File: config.mk
export PLATFORM = sky130hd
export DESIGN_NAME = load_scoreboard
export DESIGN_NICKNAME = d
export VERILOG_FILES = /design/src/rtl/load_scoreboard.sv
export SDC_FILE = /design/constraint.sdc
export NUM_CORES = 1
export LEC_CHECK = 0
export CORE_MARGIN = 8
export CORE_UTILIZATION = 55
export DETAILED_ROUTE_END_ITERATION = 10
export GPL_TIMING_DRIVEN = 0
export PLACE_DENSITY = 0.83
export SYNTH_ARGS = -nofsm -noshare
export SYNTH_HDL_FRONTEND = slang
export SYNTH_SLANG_ARGS = --single-unit
File: constraint.sdc
create_clock -name clk -period 6.9 [get_ports clk]
set_input_delay 0.69 -clock clk [delete_from_list [all_inputs] [get_ports clk]]
set_output_delay 0.69 -clock clk [all_outputs]
set_load 0.05 [all_outputs]
File: src/rtl/load_scoreboard.sv
// Load scoreboard: tracks destination registers of in-flight loads and
// generates Fetch/Decode stall and Decode/Execute flush controls.
module load_scoreboard #(
  parameter int MAX_OUT = 4,
  parameter int CW      = $clog2(MAX_OUT + 1)
) (
  input  logic          clk,
  input  logic          rst,
  input  logic          ValidD,
  input  logic [4:0]    Rs1D,
  input  logic [4:0]    Rs2D,
  input  logic [4:0]    RdD,
  input  logic          UsesRs1D,
  input  logic          UsesRs2D,
  input  logic          WritesRdD,
  input  logic          LoadD,
  input  logic          PCSrcE,
  input  logic          LdRespW,
  input  logic [4:0]    LdRdW,
  output logic          StallF,
  output logic          StallD,
  output logic          FlushD,
  output logic          FlushE,
  output logic [31:0]   Pending,
  output logic [CW-1:0] OutCnt,
  output logic [31:0]   StallCycles,
  output logic          ScbErr
);

  logic [31:0]   r_pending;
  logic [CW-1:0] r_outcnt;
  logic [31:0]   r_stall_cycles;
  logic          r_err;

  logic          w_raw;
  logic          w_waw;
  logic          w_cap;
  logic          w_hazard;
  logic          w_issue;
  logic          w_retire;
  logic          w_resp_err;
  logic [31:0]   w_pend_nxt;
  logic [CW-1:0] w_cnt_nxt;

  // Hazard detection, issue/retire qualification and pipeline controls
  always_comb begin
    w_raw    = ValidD & ((UsesRs1D & r_pending[Rs1D]) |
                         (UsesRs2D & r_pending[Rs2D]));
    w_waw    = ValidD & WritesRdD & r_pending[RdD];
    w_retire = LdRespW & (LdRdW != 5'd0) & r_pending[LdRdW];
    // A retire in the same cycle frees a slot, so a full scoreboard does not
    // block the new load; issue+retire then leaves the count at MAX_OUT.
    w_cap    = ValidD & LoadD & (r_outcnt == CW'(MAX_OUT)) & ~w_retire;
    w_hazard = (w_raw | w_waw | w_cap) & ~PCSrcE;
    w_issue  = ValidD & LoadD & WritesRdD & (RdD != 5'd0) & ~w_hazard & ~PCSrcE;
    w_resp_err = LdRespW & (LdRdW != 5'd0) & ~r_pending[LdRdW];
    StallF   = w_hazard;
    StallD   = w_hazard;
    FlushD   = PCSrcE;
    FlushE   = w_hazard | PCSrcE;
  end

  // Next scoreboard bitmap and outstanding count; set is applied after clear
  always_comb begin
    w_pend_nxt = r_pending;
    if (w_retire) w_pend_nxt[LdRdW] = 1'b0;
    if (w_issue)  w_pend_nxt[RdD]   = 1'b1;
    w_pend_nxt[0] = 1'b0;
    w_cnt_nxt = r_outcnt;
    if (w_issue && !w_retire)      w_cnt_nxt = r_outcnt + CW'(1);
    else if (!w_issue && w_retire) w_cnt_nxt = r_outcnt - CW'(1);
  end

  // State registers: bitmap, count, saturating stall counter, sticky error
  always_ff @(posedge clk or negedge rst) begin
    if (!rst) begin
      r_pending      <= '0;
      r_outcnt       <= '0;
      r_stall_cycles <= '0;
      r_err          <= 1'b0;
    end else begin
      r_pending <= w_pend_nxt;
      r_outcnt  <= w_cnt_nxt;
      if (w_hazard && (r_stall_cycles != '1))
        r_stall_cycles <= r_stall_cycles + 32'd1;
      if (w_resp_err)
        r_err <= 1'b1;
    end
  end

  assign Pending     = r_pending;
  assign OutCnt      = r_outcnt;
  assign StallCycles = r_stall_cycles;
  assign ScbErr      = r_err;

endmodule

==> metrics.sh <==
OUTCOME='completed'
FINALCRITICALPERIOD_NS=5.19
GLOBAL_ROUTE_WIRE_LENGTH_BEFORE_REPAIR_UM=21900
PLACEMENT.SETUP.WORST_SLACK_NS=1.84
PEAK_FANOUT_ALONG_THE_CRITICAL_PATH=10
AREA_LEADER_NETLIST='dfrtp_1'
POSTROUTEWIRELENGTH_UM=14100
CTS.CLK_SLEW.WORST_PATHS_NS=0.07
LAYOUT.CELLS.NON_FILLER=634
CTS_NUM_SINKS=67
TIGHTESTPINTRANSITION_NS=0.851
CTS_TREE='yes'
VIASPERCELL=6.52
CAP_VIOLATIONS=0
GRT_REMAINING_OVERFLOW=0
DRIVE_GT1_SHARE_PCT=12.2
CRITPATHLAUNCHTYPE='input pin'
CRITPATHKIND='in2out'
YOSYSMOSTFREQUENTCELL='dfrtp_1'
ROUTE.ANTENNA.REMAINING_NETS=0
FINISH.NET_COUNT=559
YS_SEQ_AREA_SHARE_PCT=38.5
WORST_SKEW_PAIR.LATE_LATENCY_NS=0.35
DIEHEIGHT_UM=105
FIRST_PASS_ITERS=5
NETLIST.AREA_LEADER.SHARE_PCT=38.5
TIMING.FINAL.HOLD_VIOLATIONS=0
PLACE.DETAILED.INSTANCES=618
AREAGROWTHSYNTHTOFINISH_PCT=28.9
POST_SYNTH_INST_COUNT=423
GRT_UTIL_ALL_LAYERS_PCT=24.8
HTREE_DEPTH=3
FINAL_CLOCK_SKEW_NS=0.00665
CP-END-KIND='output pin'
REG2REG_SETUP_SLACK_NS=3.10
CLOCKBUFFERDEPTH=2
SYNTH_ASYNC_SR_FLOP_SHARE_PCT=100
CTS_MADE_BUFFERS=9
FINALSETUPVIOLATIONS=0
MAPPEDNETLISTAREA_MM2=0.00436
POSTSYNTHAREAPERCELL_UM2=10.3
NUMBER_OF_ENABLE_FLIP_FLOP_CELLS_AFTER_SYNTHESIS=0
GRT_START_MAX_NET_PINS=68
GRT_SETUP_UNREPAIRED='false'
DRCVIOLATIONCOUNT=0
REPORT.FINAL.SLEW_VIOL_COUNT=0
LKG_PWR_uW=0.00243
INITIAL_UTILIZATION_PCT=56.7
HOLDBUFCOUNTCTS=0
SYNTH_SEQ_CELLS=67
MAX-SLEW-MARGIN-REL_PCT=43.3
HOLD_WS_NS=0.445
NUMBER_OF_WARNING_MESSAGES_IN_THE_YOSYS_LOG=0
FLOORPLAN.ROWS=32
INSERTEDDIODECOUNT=0
IOS=101
CP_DATA_ARRIVAL_TIME_NS=4.50
HPWL_UM=10100
MOST_AREA_CONSUMING_CELLS_AFTER_SYNTHESIS='dfrtp_1, mux2i_1, xor2_1'
ANTENNA_FOUND_INITIAL=0
SYNTH_NETS=455
TIMING.FINAL.CRIT_SHARE_PCT=75.2
PLACE.PORT_BUFFERS=93
UTILIZATION_PCT=73.0
VDD.IR_DROP.WORST_V=0.000246
GP_ROUTABILITY_CONGESTION=0.986
SYNTH_COMMON_CELLS='dfrtp_1, o21ai_0, mux2i_1'
YOSYS_MOST_USED_DFF='dfrtp_1'
DIE_X_UM=105
VIA_COUNT=4135
POWER-PER-CELL-AREA_mW_PER_MM2=223
TIMING.FMAX_MHz=193
SETUP_WS_NS=1.71
DETAIL_ROUTE.ITER0.VIOLATIONS=317
SETUP_TNS_NS=0
CLOCK-ROOT-BUFFER='clkbuf_8'
AVGROUTEDWIREPERCELL_UM=22.2
HOLD_PATH_CLASS='in2async'
CORE_AREA_MM2=0.00769
DATA_REQUIRED_TIME_AT_THE_WORST_ENDPOINT_NS=6.21
POSTCTSSETUPREPAIRBUFS=0
CTS_REPAIR_RESIZE_COUNT=0
FP.DIEAREA_MM2=0.0110
NUMBER_OF_GLOBAL_ROUTE_VIAS_BEFORE_REPAIR=3971
SYNTHDISTINCTLIBCELLS=59
cell usage in the layout, fill, tap and decap left out, types with 6 or more instances in the layout:
cell / Yosys / final
mux2i_1: 34 / 34
inv_1: 6 / 6
nor2_1: 19 / 19
nor4_1: 12 / 12
and3_1: 7 / 7
dfrtp_1: 67 / 67
xor2_1: 32 / 32
clkbuf_8: 0 / 10
nor3_1: 15 / 15
nand3_1: 15 / 15
o21ai_1: 13 / 13
o21ai_0: 51 / 51
nand2_1: 23 / 23
nand4_1: 12 / 12
o22ai_1: 10 / 10
clkbuf_1: 6 / 6
clkdlybuf4s50_1: 0 / 92
mux4_2: 10 / 10
mux2_2: 6 / 6
stage by stage:
stage | total power (uW) | area, um^2
final | 1250 | 5610
after global routing | 1300 | 5610
after CTS | 1250 | 5610
after detailed placement | 916 | 5410
after global placement | 904 | 5420
after floorplan | 757 | 4360
state kept, by name, summed over array words and instances (netlist names):
signal,flops
Pending,31
ScbErr,1
StallCycles,32
OutCnt,3
worst max-delay path, stage by stage:
cell	delay (ns)
clkdlybuf4s50_1	0.56
clkbuf_1	0.42
mux2i_1	0.28
o22ai_1	0.09
nor4_1	0.35
o221ai_1	0.36
nor2_1	0.27
nor4_4	0.07
buf_6	0.17
buf_6	0.15
nor2_1	0.15
buf_4	0.13
clkdlybuf4s50_1	0.79
final timing paths:
path,depth (start not counted),startpoint,end
max,13,LdRdW[0],StallF
min,1,rst,Pending[4]
max reg2reg,14,Pending[25],OutCnt[2]
min reg2reg,1,ScbErr,ScbErr
max in group asynchronous,1,rst,Pending[1]
min in group clk,1,ScbErr,ScbErr
logic make-up (layout without fill, tap and decap cells):
| group | after synthesis | after routing | share of synthesized area (%) |
|---|---|---|---|
| AOI/OAI and AO/OA | 94 | 94 | 12.5 |
| xor gates and xnor gates | 34 | 34 | 6.84 |
| adders and majority gates | 3 | 3 | 1.03 |
| buffers and inverters | 28 | 137 | 3.79 |
| DFF | 67 | 67 | 38.5 |
| muxes | 56 | 56 | 17.9 |
| other | 1 | 1 | 0.0861 |
| and+or+nand+nor | 140 | 140 | 19.4 |
metal layers:
layer  global-route usage, %  routed length [um]  up-vias
met4                    11.6                 465        0
li1                        -                   -     1811
met3                    7.49                1530       38
met5                       0                   0        -
met1                    33.0                5770     2012
met2                    36.0                6280      274
power breakdown:
group | internal [uW] | switching [uW]
sequential | 428 | 54.6
clock | 177 | 163
combinational | 159 | 271
layout make-up:
| class | count | area (um^2) |
|---|---|---|
| multi-input cells | 328 | 2510 |
| fillers | 593 | 2070 |
| flip-flops and latches | 67 | 1680 |
| repair buffers | 93 | 928 |
| plain buffers | 22 | 143 |
| clock buffers | 10 | 138 |
| well taps | 102 | 128 |
| clock inverters | 6 | 63.8 |
| inverters | 6 | 22.5 |
Power figures use the tool's default switching activity.
==> patch: new RTL, same settings <==
Set the parameter `MAX_OUT` to 8 (it was 4).
--- a/src/rtl/load_scoreboard.sv
+++ b/src/rtl/load_scoreboard.sv
@@ -1,7 +1,7 @@
 // Load scoreboard: tracks destination registers of in-flight loads and
 // generates Fetch/Decode stall and Decode/Execute flush controls.
 module load_scoreboard #(
-  parameter int MAX_OUT = 4,
+  parameter int MAX_OUT = 8,
   parameter int CW      = $clog2(MAX_OUT + 1)
 ) (
   input  logic          clk,
Ports: changed (resized OutCnt); port bits go from 101 to 102. No check against the original RTL was run, so the function may have changed too.
==> patch against the unedited design <==
- worst setup slack better by 0.12 ns
- wire length about the same
- clock skew up 0.0041 ns
- sequential cell count up 1
- non-clock buffer count up 3
- cell area up 0.71%
- power up 10%
- synthesized area down 0.14%
==> patch: results (changes against the unedited design) <==
[timing]
skew_ns = 0.0108  ; was 0.00665 ns
tightest_slew_ns = 1.27  ; was 0.851 ns
fmax_ghz = 0.197  ; was 0.193 GHz
holdWs_ns = 0.430  ; was 0.445 ns

[grt]
track_usage_pct = 25.6  ; was 24.8%
grt_max_degree = 69  ; was 68
grt_pass1_wl_um = 22400  ; was 21,900 um
use_met3_pct = 6.94  ; was 7.49%
grt_pass1_vias = 4077  ; was 3,971

[placed_design]
dpl.cell_count = 613  ; was 618
place_area_um2 = 5410  ; about the same
dp_slack_ns = 1.75  ; was 1.84 ns
dp_hpwl_um = 10200  ; was 10,100 um

[final_layout]
fin_cells = 629  ; was 634
drive_above_1_share_pct = 12.1  ; was 12.2%
fin_nets = 556  ; was 559

[pwr]
total_power_uw = 1380  ; was 1250 uW
p_seq_uw = 501  ; was 483 uW
p_int_uw = 859  ; was 764 uW
ir_drop_uv = 208  ; was 246 uV

[drt]
wl_per_cell_um = 22.3  ; was 22.2 um
met1_length_um = 5800  ; was 5770 um
drt_iter0_markers = 479  ; was 317
dr_wl_met3_um = 1450  ; was 1530 um

[status]
status = finished, final reports clean  ; unchanged

[yosys]
yosysUniqueCellTypes = 50  ; was 59
synthTopCellsByCount = 68 x dfrtp_1, 52 x o21ai_0, 34 x xnor2_1  ; was 67 x dfrtp_1, 51 x o21ai_0, 34 x mux2i_1
yosysSeqAreaShare_pct = 39.1  ; was 38.5%
ys.flop_type = dfrtp_1  ; unchanged
synth_cells = 418  ; was 423
synth_area_leaders = dfrtp_1 39%, mux4_2 13%, xnor2_1 6.8%, o21ai_0 6.0%, nand3_1 3.6%  ; was dfrtp_1 38%, mux2i_1 7.8%, xor2_1 6.4%, o21ai_0 5.9%, mux4_2 5.2%

[critical_path]
r2r_slack_ns = 2.82  ; was 3.10 ns
timing.rr.end = OutCnt[3]  ; was OutCnt[2]
regToRegStartpoint = Pending[30]  ; was Pending[25]
cp.arrival_ns = 4.38  ; was 4.50 ns
worst-r2r-cell-count = 16  ; was 14
crit_start = LdRdW[1]  ; was LdRdW[0]

## patch: changes by cell type after synthesis, moves of 9 or more
| cell | delta |
|---|---|
| nor3_1 | -12 |
| mux4_2 | +15 |
| mux2i_1 | -19 |
| nor4_1 | -12 |
| xnor2_1 | +32 |
| nand3_1 | +16 |
| and3_1 | +9 |
| o21ai_1 | -13 |
| xor2_1 | -31 |
## patch: cells by family (layout without fill, tap and decap cells)
logic type      after synthesis  count (layout)  synth area share, %
simple gates                148             148                 19.0
compound gates               81              81                 11.3
flops                        68              68                 39.1
mux                          47              47                 18.2
xor+xnor                     35              35                 7.05
buf+inv                      33             142                 3.57
fa+ha+maj                     5               5                 1.61
other cells                   1               1               0.0862
## patch: final cells by class
class / count / area (um2)
clock buffers: 9 / 124
fillers: 567 / 2030
well taps: 102 / 128
flip-flops and latches: 68 / 1700
repair buffers: 93 / 928
inverters: 8 / 30.0
multi-input cells: 317 / 2490
clock inverters: 7 / 124
plain buffers: 25 / 125
